**src/rtl/rs232_rx.sv**
```systemverilog
// 8N1 serial receiver: synchronises the RXD pin, samples each bit at mid-bit and
// holds the last good byte in a one-deep register with a valid/ack handshake.
module rs232_rx #(
  parameter int CLKS_PER_BIT = 434
) (
  input  logic       CLOCK_50,
  input  logic       RST,
  input  logic       UART_RXD,
  input  logic       rx_ack,
  output logic [7:0] rx_data,
  output logic       rx_valid,
  output logic       frame_err,
  output logic       overrun,
  output logic       busy
);

  localparam int CW = $clog2(CLKS_PER_BIT);
  localparam logic [CW-1:0] HALF_LAST = CW'(CLKS_PER_BIT / 2 - 1);
  localparam logic [CW-1:0] BIT_LAST  = CW'(CLKS_PER_BIT - 1);

  typedef enum logic [2:0] {IDLE, START, DATA, STOP, BREAK} state_t;

  state_t        state, state_n;
  logic          rxd_m, rxd_s;
  logic [CW-1:0] cnt, cnt_n;
  logic [2:0]    idx, idx_n;
  logic [7:0]    sh, sh_n;
  logic [7:0]    rx_data_n;
  logic          rx_valid_n, frame_err_n, overrun_n;

  // Both synchroniser flops reset high so reset release never looks like a start bit.
  always_ff @(posedge CLOCK_50 or posedge RST) begin
    if (RST) begin
      rxd_m <= 1'b1;
      rxd_s <= 1'b1;
    end else begin
      rxd_m <= UART_RXD;
      rxd_s <= rxd_m;
    end
  end

  always_ff @(posedge CLOCK_50 or posedge RST) begin
    if (RST) begin
      state     <= IDLE;
      cnt       <= '0;
      idx       <= '0;
      sh        <= '0;
      rx_data   <= 8'h00;
      rx_valid  <= 1'b0;
      frame_err <= 1'b0;
      overrun   <= 1'b0;
    end else begin
      state     <= state_n;
      cnt       <= cnt_n;
      idx       <= idx_n;
      sh        <= sh_n;
      rx_data   <= rx_data_n;
      rx_valid  <= rx_valid_n;
      frame_err <= frame_err_n;
      overrun   <= overrun_n;
    end
  end

  always_comb begin
    state_n     = state;
    cnt_n       = cnt + 1'b1;
    idx_n       = idx;
    sh_n        = sh;
    rx_data_n   = rx_data;
    rx_valid_n  = rx_valid;
    frame_err_n = 1'b0;
    overrun_n   = overrun;

    // An ack is applied first so a byte landing in the same cycle still wins.
    if (rx_valid && rx_ack) begin
      rx_valid_n = 1'b0;
      overrun_n  = 1'b0;
    end

    case (state)
      IDLE: begin
        cnt_n = '0;
        if (!rxd_s) state_n = START;
      end
      START: begin
        if (cnt == HALF_LAST) begin
          cnt_n   = '0;
          idx_n   = '0;
          state_n = rxd_s ? IDLE : DATA;
        end
      end
      DATA: begin
        if (cnt == BIT_LAST) begin
          cnt_n     = '0;
          sh_n[idx] = rxd_s;
          if (idx == 3'd7) state_n = STOP;
          else             idx_n   = idx + 3'd1;
        end
      end
      STOP: begin
        if (cnt == BIT_LAST) begin
          cnt_n = '0;
          if (rxd_s) begin
            rx_data_n  = sh;
            rx_valid_n = 1'b1;
            if (rx_valid && !rx_ack) overrun_n = 1'b1;
            state_n    = IDLE;
          end else begin
            frame_err_n = 1'b1;
            state_n     = BREAK;
          end
        end
      end
      // A held-low line must rise before another start bit is accepted.
      BREAK: begin
        cnt_n = '0;
        if (rxd_s) state_n = IDLE;
      end
      default: begin
        cnt_n   = '0;
        state_n = IDLE;
      end
    endcase
  end

  assign busy = (state != IDLE);

endmodule

```
**config.mk**
```make
export PLATFORM = sky130hd
export DESIGN_NAME = rs232_rx
export DESIGN_NICKNAME = d
export VERILOG_FILES = /design/src/rtl/rs232_rx.sv
export SDC_FILE = /design/constraint.sdc
export NUM_CORES = 1
export LEC_CHECK = 0
export ABC_AREA = 0
export BUFFER_PORTS_ARGS = -buffer_cell sky130_fd_sc_hd__buf_2
export CELL_PAD_IN_SITES_DETAIL_PLACEMENT = 1
export CELL_PAD_IN_SITES_GLOBAL_PLACEMENT = 1
export CORE_MARGIN = 2
export CORE_UTILIZATION = 46
export CTS_CLUSTER_DIAMETER = 30
export DETAILED_ROUTE_END_ITERATION = 7
export PLACE_DENSITY = 0.81
export SYNTH_ARGS = -nofsm -noshare
export SYNTH_HDL_FRONTEND = slang
export SYNTH_SLANG_ARGS = --single-unit
```
**constraint.sdc**
```tcl
create_clock -name CLOCK_50 -period 2.5 [get_ports CLOCK_50]
set_clock_uncertainty 0.2 [all_clocks]
set_input_delay 0.5 -clock CLOCK_50 [delete_from_list [all_inputs] [get_ports CLOCK_50]]
set_output_delay 0.5 -clock CLOCK_50 [all_outputs]
set_load 0.005 [all_outputs]
```
# Yosys cells after proc, flatten, opt, wreduce, memory -nomap -nowiden
# Index checks and enable logic that the tools add are counted.
# word_totals
wordCells	71
output_inout_bits	12
in_bits	4
reg_bits	36
# classes
magnitude_cmp	2
reduce_logical	12
n_eq_ne	14
muxes	31
add_sub_neg	2
# ops
operator	count
3-bit 2-to-1 mux	10
9-bit 2-to-1 mux	2
9-bit case mux with 2 select lines	1
3-bit case mux with 5 select lines	1
2-bit != test (second input constant)	7
1-bit 2-to-1 mux	13
9-bit by 1-bit adder with 9-bit output (second input constant)	1
9-bit by 8-bit equality test with 1-bit output (second input constant)	1
9-bit equality test (second input constant)	1
8-bit bitwise mux	1
3-bit by 2-bit equality test with 1-bit output (second input constant)	2
3-bit equality test (second input constant)	2
3-bit case mux with 2 select lines	1
6-bit AND reduction	1
3-bit by 4-bit < comparator with 1-bit output (second input constant)	1
4-bit AND reduction	1
3-bit by 1-bit adder with 3-bit output (second input constant)	1
1-bit demux with 3-bit select	1
3-bit by 1-bit equality test with 1-bit output (second input constant)	1
3-bit by 1-bit greater-or-equal comparator with 1-bit output (second input constant)	1
1-bit logical AND	3
3-bit logical NOT	1
3-bit AND reduction	1
3-bit nonzero test	1
5 further kinds	5

# Longest topological paths before layout
# depth
ltp_word	6
mapped_depth	7
mapped_depth_nobuf	6

# Least setup slack after synthesis
# No wires, ideal clock.
# synth_timing
path_kind	register -> register
start	reg cnt[1]
end	reg sh[2]
n_path_buf	1
required_time_ns	2.175
path_stages_with_launch	8
arrival_ns	1.740
period_less_slack_ns	2.064
setup_ns	0.125
slack_ns	0.436
cell_sequence	dfrtp_1 -> inv_1 -> ha_1 -> nand4b_1 -> or2_1 -> buf_2 -> nor4_1 -> mux2_2
# synth_via
elab_chain_len	2
# synth_lines
element	line	text
start, declared	25	logic [CW-1:0] cnt, cnt_n;
start signal, assigned	54	cnt <= cnt_n;
9-bit equality test	93	if (cnt == BIT_LAST) begin
2-bit AND reduction (no source line)	--	
end signal, assigned	56	sh <= sh_n;
end, declared	27	logic [7:0] sh, sh_n;
# Every way passes these cells.
# A chain may end at the register's enable or synchronous reset.

# Worst setup path after layout
# layout_timing
start	reg cnt[1]
end	reg sh[6]
# Same word-level chain as after synthesis.

==> results_tabular.tex <==
\begin{tabular}{lr}
\hline
Metric & Value \\
\hline
\multicolumn{2}{l}{\textbf{Detailed routing}} \\
Number of design rule violations left after detail routing & 0 \\
Overall via count from detail\_route & 1137 \\
Post-route antenna net violation count & 0 \\
WL/cell & $\sim$15 um \\
Avg Vias per Cell & 5.363 \\
Detailed router's first-iteration violation count & 40 \\
Drt first pass iters & 4 \\
Final wirelength & approximately 3.2 mm \\
\multicolumn{2}{l}{\textbf{Critical path}} \\
Critical path fanouts, max & 7 \\
Worst R2R End & sh[6] \\
Worst EP arrival & between 2 and 2.5 ns \\
Sort of element at the end of the critical path & flip-flop \\
Reg-to-Reg Start & cnt[1] \\
Slack of the worst reg-to-reg path & between 0.2 and 0.3 ns \\
CP max stage delay & 0.41 ns \\
Cell depth of the worst flop-to-flop path & 6 \\
Kind of critical path & flip-flop to flip-flop \\
Kind of launch point of the worst setup path & flip-flop \\
Critical Path RT & 2.54 ns \\
Highest-delay cell along the critical path & dfrtp\_1 \\
Largest delay share family, worst path & simple AND/OR/NAND/NOR gates \\
Bufs and invs on worst path & 1 \\
Cell chain of the critical path & inv\_1, ha\_1, nand4b\_1, or2\_1, nor4\_1, mux2\_2 \\
\multicolumn{2}{l}{\textbf{GRT}} \\
Overflow left after global routing & 0 \\
Maximum number of pins on one net before global-route repair & 37 \\
Global-route wire length before repair & 5.782 mm \\
Via count of the first global-routing pass & 1240 \\
All-layer global routing usage & 18.63\% \\
Number of antenna violations at the first check in global routing & 0 \\
\multicolumn{2}{l}{\textbf{Logic synthesis}} \\
Post-synthesis net count & 154 \\
Share of the synthesized area in the top cell type & 51.05\% \\
Number of enable-type register cells in the synthesized netlist & 0 \\
Top FF cell, synth & dfrtp\_1 \\
Area of the mapped netlist & between 1500 and 2000 um2 \\
Cell count after synthesis & 145 \\
Fraction of registers with async set or reset after synthesis & 100.0\% \\
Cell with the most instances after synthesis & dfrtp\_1 \\
Register bit count reported by yosys & 36 \\
Sequential cell area fraction in the yosys report & a little over half \\
Count of yosys warnings during synthesis & 0 \\
Cells taking the most area after synthesis & dfrtp\_1 51\%, mux2\_2 11\%, nor2\_1 4.1\% \\
Leading area contributor after synthesis & dfrtp\_1 \\
Top cell types by occurrence after synthesis & 34 x dfrtp\_1, 18 x nor2\_1, 17 x mux2\_2, 8 x nand2\_1 \\
Number of distinct library cells after synthesis & 33 \\
Average size of a mapped cell & 11.49 um2 \\
\multicolumn{2}{l}{\textbf{STA}} \\
Final setup violation count & 0 \\
Part of the cycle the worst path needs & around nine tenths \\
Total Negative Setup Slacks & 0 ns \\
Count of endpoints failing hold in the final timing report & 0 \\
Setup repair after global routing missed its margin & no \\
Final critical-path required period & 2.236 ns \\
Max-slew violations & 0 \\
Slew at the pin closest to its max-slew limit & 0.4397 ns \\
Top achievable clock speed & roughly 450 MHz \\
Max-Slew Margin vs Limit & 70.69\% \\
\multicolumn{2}{l}{\textbf{Pwr}} \\
Leakage power figure & roughly 0.9 nW \\
Power density over cell area & 502.3 nW/um2 \\
Largest voltage drop on the vdd net & approximately 0.30 mV \\
\multicolumn{2}{l}{\textbf{Min path}} \\
Min-delay worst type & input port to asynchronous set/reset pin \\
\multicolumn{2}{l}{\textbf{Clocking}} \\
Inserted Clock Buffers & 5 \\
CTS HTree Levels & 2 \\
Total of hold buffers inserted after clock tree synthesis & 0 \\
Insertion delay of the later-clocked pin in the worst-skew pair & between 0.3 and 0.4 ns \\
Post-CTS Setup Inserts & 0 \\
PostCTS Resize Cnt & 0 \\
TritonCTS clock tree & yes \\
Clock transition at the register clock pins on the worst setup and hold paths after CTS & between 0.1 and 0.15 ns \\
Clock tree sinks & 36 \\
Bufs on Longest Clock Path & 2 \\
CTS root buffer & clkbuf\_4 \\
\multicolumn{2}{l}{\textbf{Floorplan}} \\
Row cnt & 21 \\
Full die area & 4120 um2 \\
Die Y & 64.19 um \\
Die outline width & 64.19 um \\
Core region area & 3416 um2 \\
Number of top-level design ports & 16 \\
Starting utilization of the core area & 48.79\% \\
\multicolumn{2}{l}{\textbf{Layout}} \\
Synth-to-Final Area Change & 11.56\% \\
Antenna diode count & 0 \\
Post-Layout Cell Count & roughly 210 \\
Register area & 903.4 um2 \\
Share of cells above drive strength 1 & 29.52\% \\
Area of combinational cells with multiple inputs & 723.2 um2 \\
Nets & approximately 170 \\
Total of fill cells in the finished design & 388 \\
\multicolumn{2}{l}{\textbf{Place}} \\
Port Buffer Count & 15 \\
Cell count after placement & 204 \\
Final weighted congestion of routability-driven global placement & $\sim$0.84 \\
Sum of net half-perimeters after detailed placement & 2.367 mm \\
\multicolumn{2}{l}{\textbf{Run}} \\
Max-cap violation count & 0 \\
\multicolumn{2}{l}{\textbf{Run status}} \\
Outcome & complete, no violations \\
\hline
\end{tabular}
==> metal layers <==
layer / up-vias / part of all wire [%] / global-route usage (%)
li1: 548 / - / -
met5: - / 0 / 0
met3: 7 / 3.7 / 5.458
met1: 564 / 45 / 22.47
met2: 18 / 49 / 31.38
met4: 0 / 1.9 / 7.181
==> report_power, final <==
part / internal (mW) / total, mW / switching (mW)
registers: 0.586 / 0.590 / 0.00372
clock network: 0.138 / 0.326 / 0.189
logic: 0.00452 / 0.0175 / 0.0130
total: 0.728 / 0.934 / 0.206
==> registers in the layout (all words and copies together) (netlist names), named ones only <==
name	count
cnt	9
frame_err	1
idx	3
rx_data	8
rx_valid	1
rxd_m	1
rxd_s	1
sh	8
state	3
==> cells in the final DEF, fill, tap and decap left out, types with 2 or more instances in the layout <==
| cell | instances |
|---|---|
| buf_4 | 2 |
| nand2_1 | 8 |
| nor2b_1 | 3 |
| o21ai_0 | 2 |
| a21oi_1 | 5 |
| xnor2_1 | 5 |
| ha_1 | 5 |
| buf_2 | 15 |
| nor3_1 | 4 |
| nand4_1 | 3 |
| dfstp_2 | 2 |
| nor4_1 | 4 |
| nand3_1 | 6 |
| nor2_1 | 18 |
| nand4b_1 | 2 |
| inv_1 | 6 |
| mux2_2 | 17 |
| a22o_1 | 2 |
| dfrtp_1 | 34 |
| clkbuf_4 | 5 |
| xor2_1 | 2 |
==> through the flow <==
| step | hold WS, ns | setup slack [ns] | instance area (um2) | total power [mW] | util, % |
|---|---|---|---|---|---|
| after global routing | 0.01532 | 0.1120 | 1859 | 0.9781 | 54.43 |
| after floorplan | 0.1452 | 0.4357 | 1667 | 0.6106 | - |
| after detailed placement | 0.1470 | 0.2607 | 1797 | 0.6201 | 52.60 |
| after CTS | 0.02894 | 0.2725 | 1859 | 0.9483 | 54.43 |
| after global placement | 0.1477 | 0.3955 | 1797 | 0.6196 | 52.60 |
| final | 0.04269 | 0.2637 | 1859 | 0.9340 | 54.43 |
==> cell families (layout without fill, tap and decap cells) <==
group                      count (synthesis)  after routing  share of synthesized area, %
muxes                                     18             18                         12.09
AOI/OAI and AO/OA                         11             11                         4.805
DFF                                       36             36                         54.20
xor gates and xnor gates                   7              7                         3.679
and+or+nand+nor                           58             58                         19.07
adders and majority gates                  5              5                         3.754
buffers and inverters                     10             31                         2.402
==> worst max-delay path by stage <==
stage / startpoint / to / slack, ns / depth (start not counted)
final: cnt[1] / sh[6] / 0.26 / 6
after detailed placement: cnt[1] / sh[3] / 0.26 / 6
after global placement: cnt[1] / sh[6] / 0.40 / 6
after CTS: cnt[1] / sh[6] / 0.27 / 6
after global routing: cnt[1] / sh[2] / 0.11 / 6
after floorplan: cnt[1] / sh[2] / 0.44 / 7
==> worst register-to-register path, delay by kind of cell (launching register included) <==
| family | cells | cell delay (ns) |
|---|---|---|
| and+or+nand+nor | 3 | 0.93 |
| adders and majority gates | 1 | 0.15 |
| DFF | 1 | 0.41 |
| muxes | 1 | 0.37 |
| buffers and inverters | 1 | 0.10 |
==> final cells by class <==
cell class,count,area share (%)
multi-input cells,99,38.90
well taps,46,3.096
flip-flops and latches,36,48.59
clock inverters,1,0.4038
inverters,6,1.211
clock buffers,7,2.961
repair buffers,17,4.845
(Power assumes the default switching activity.)
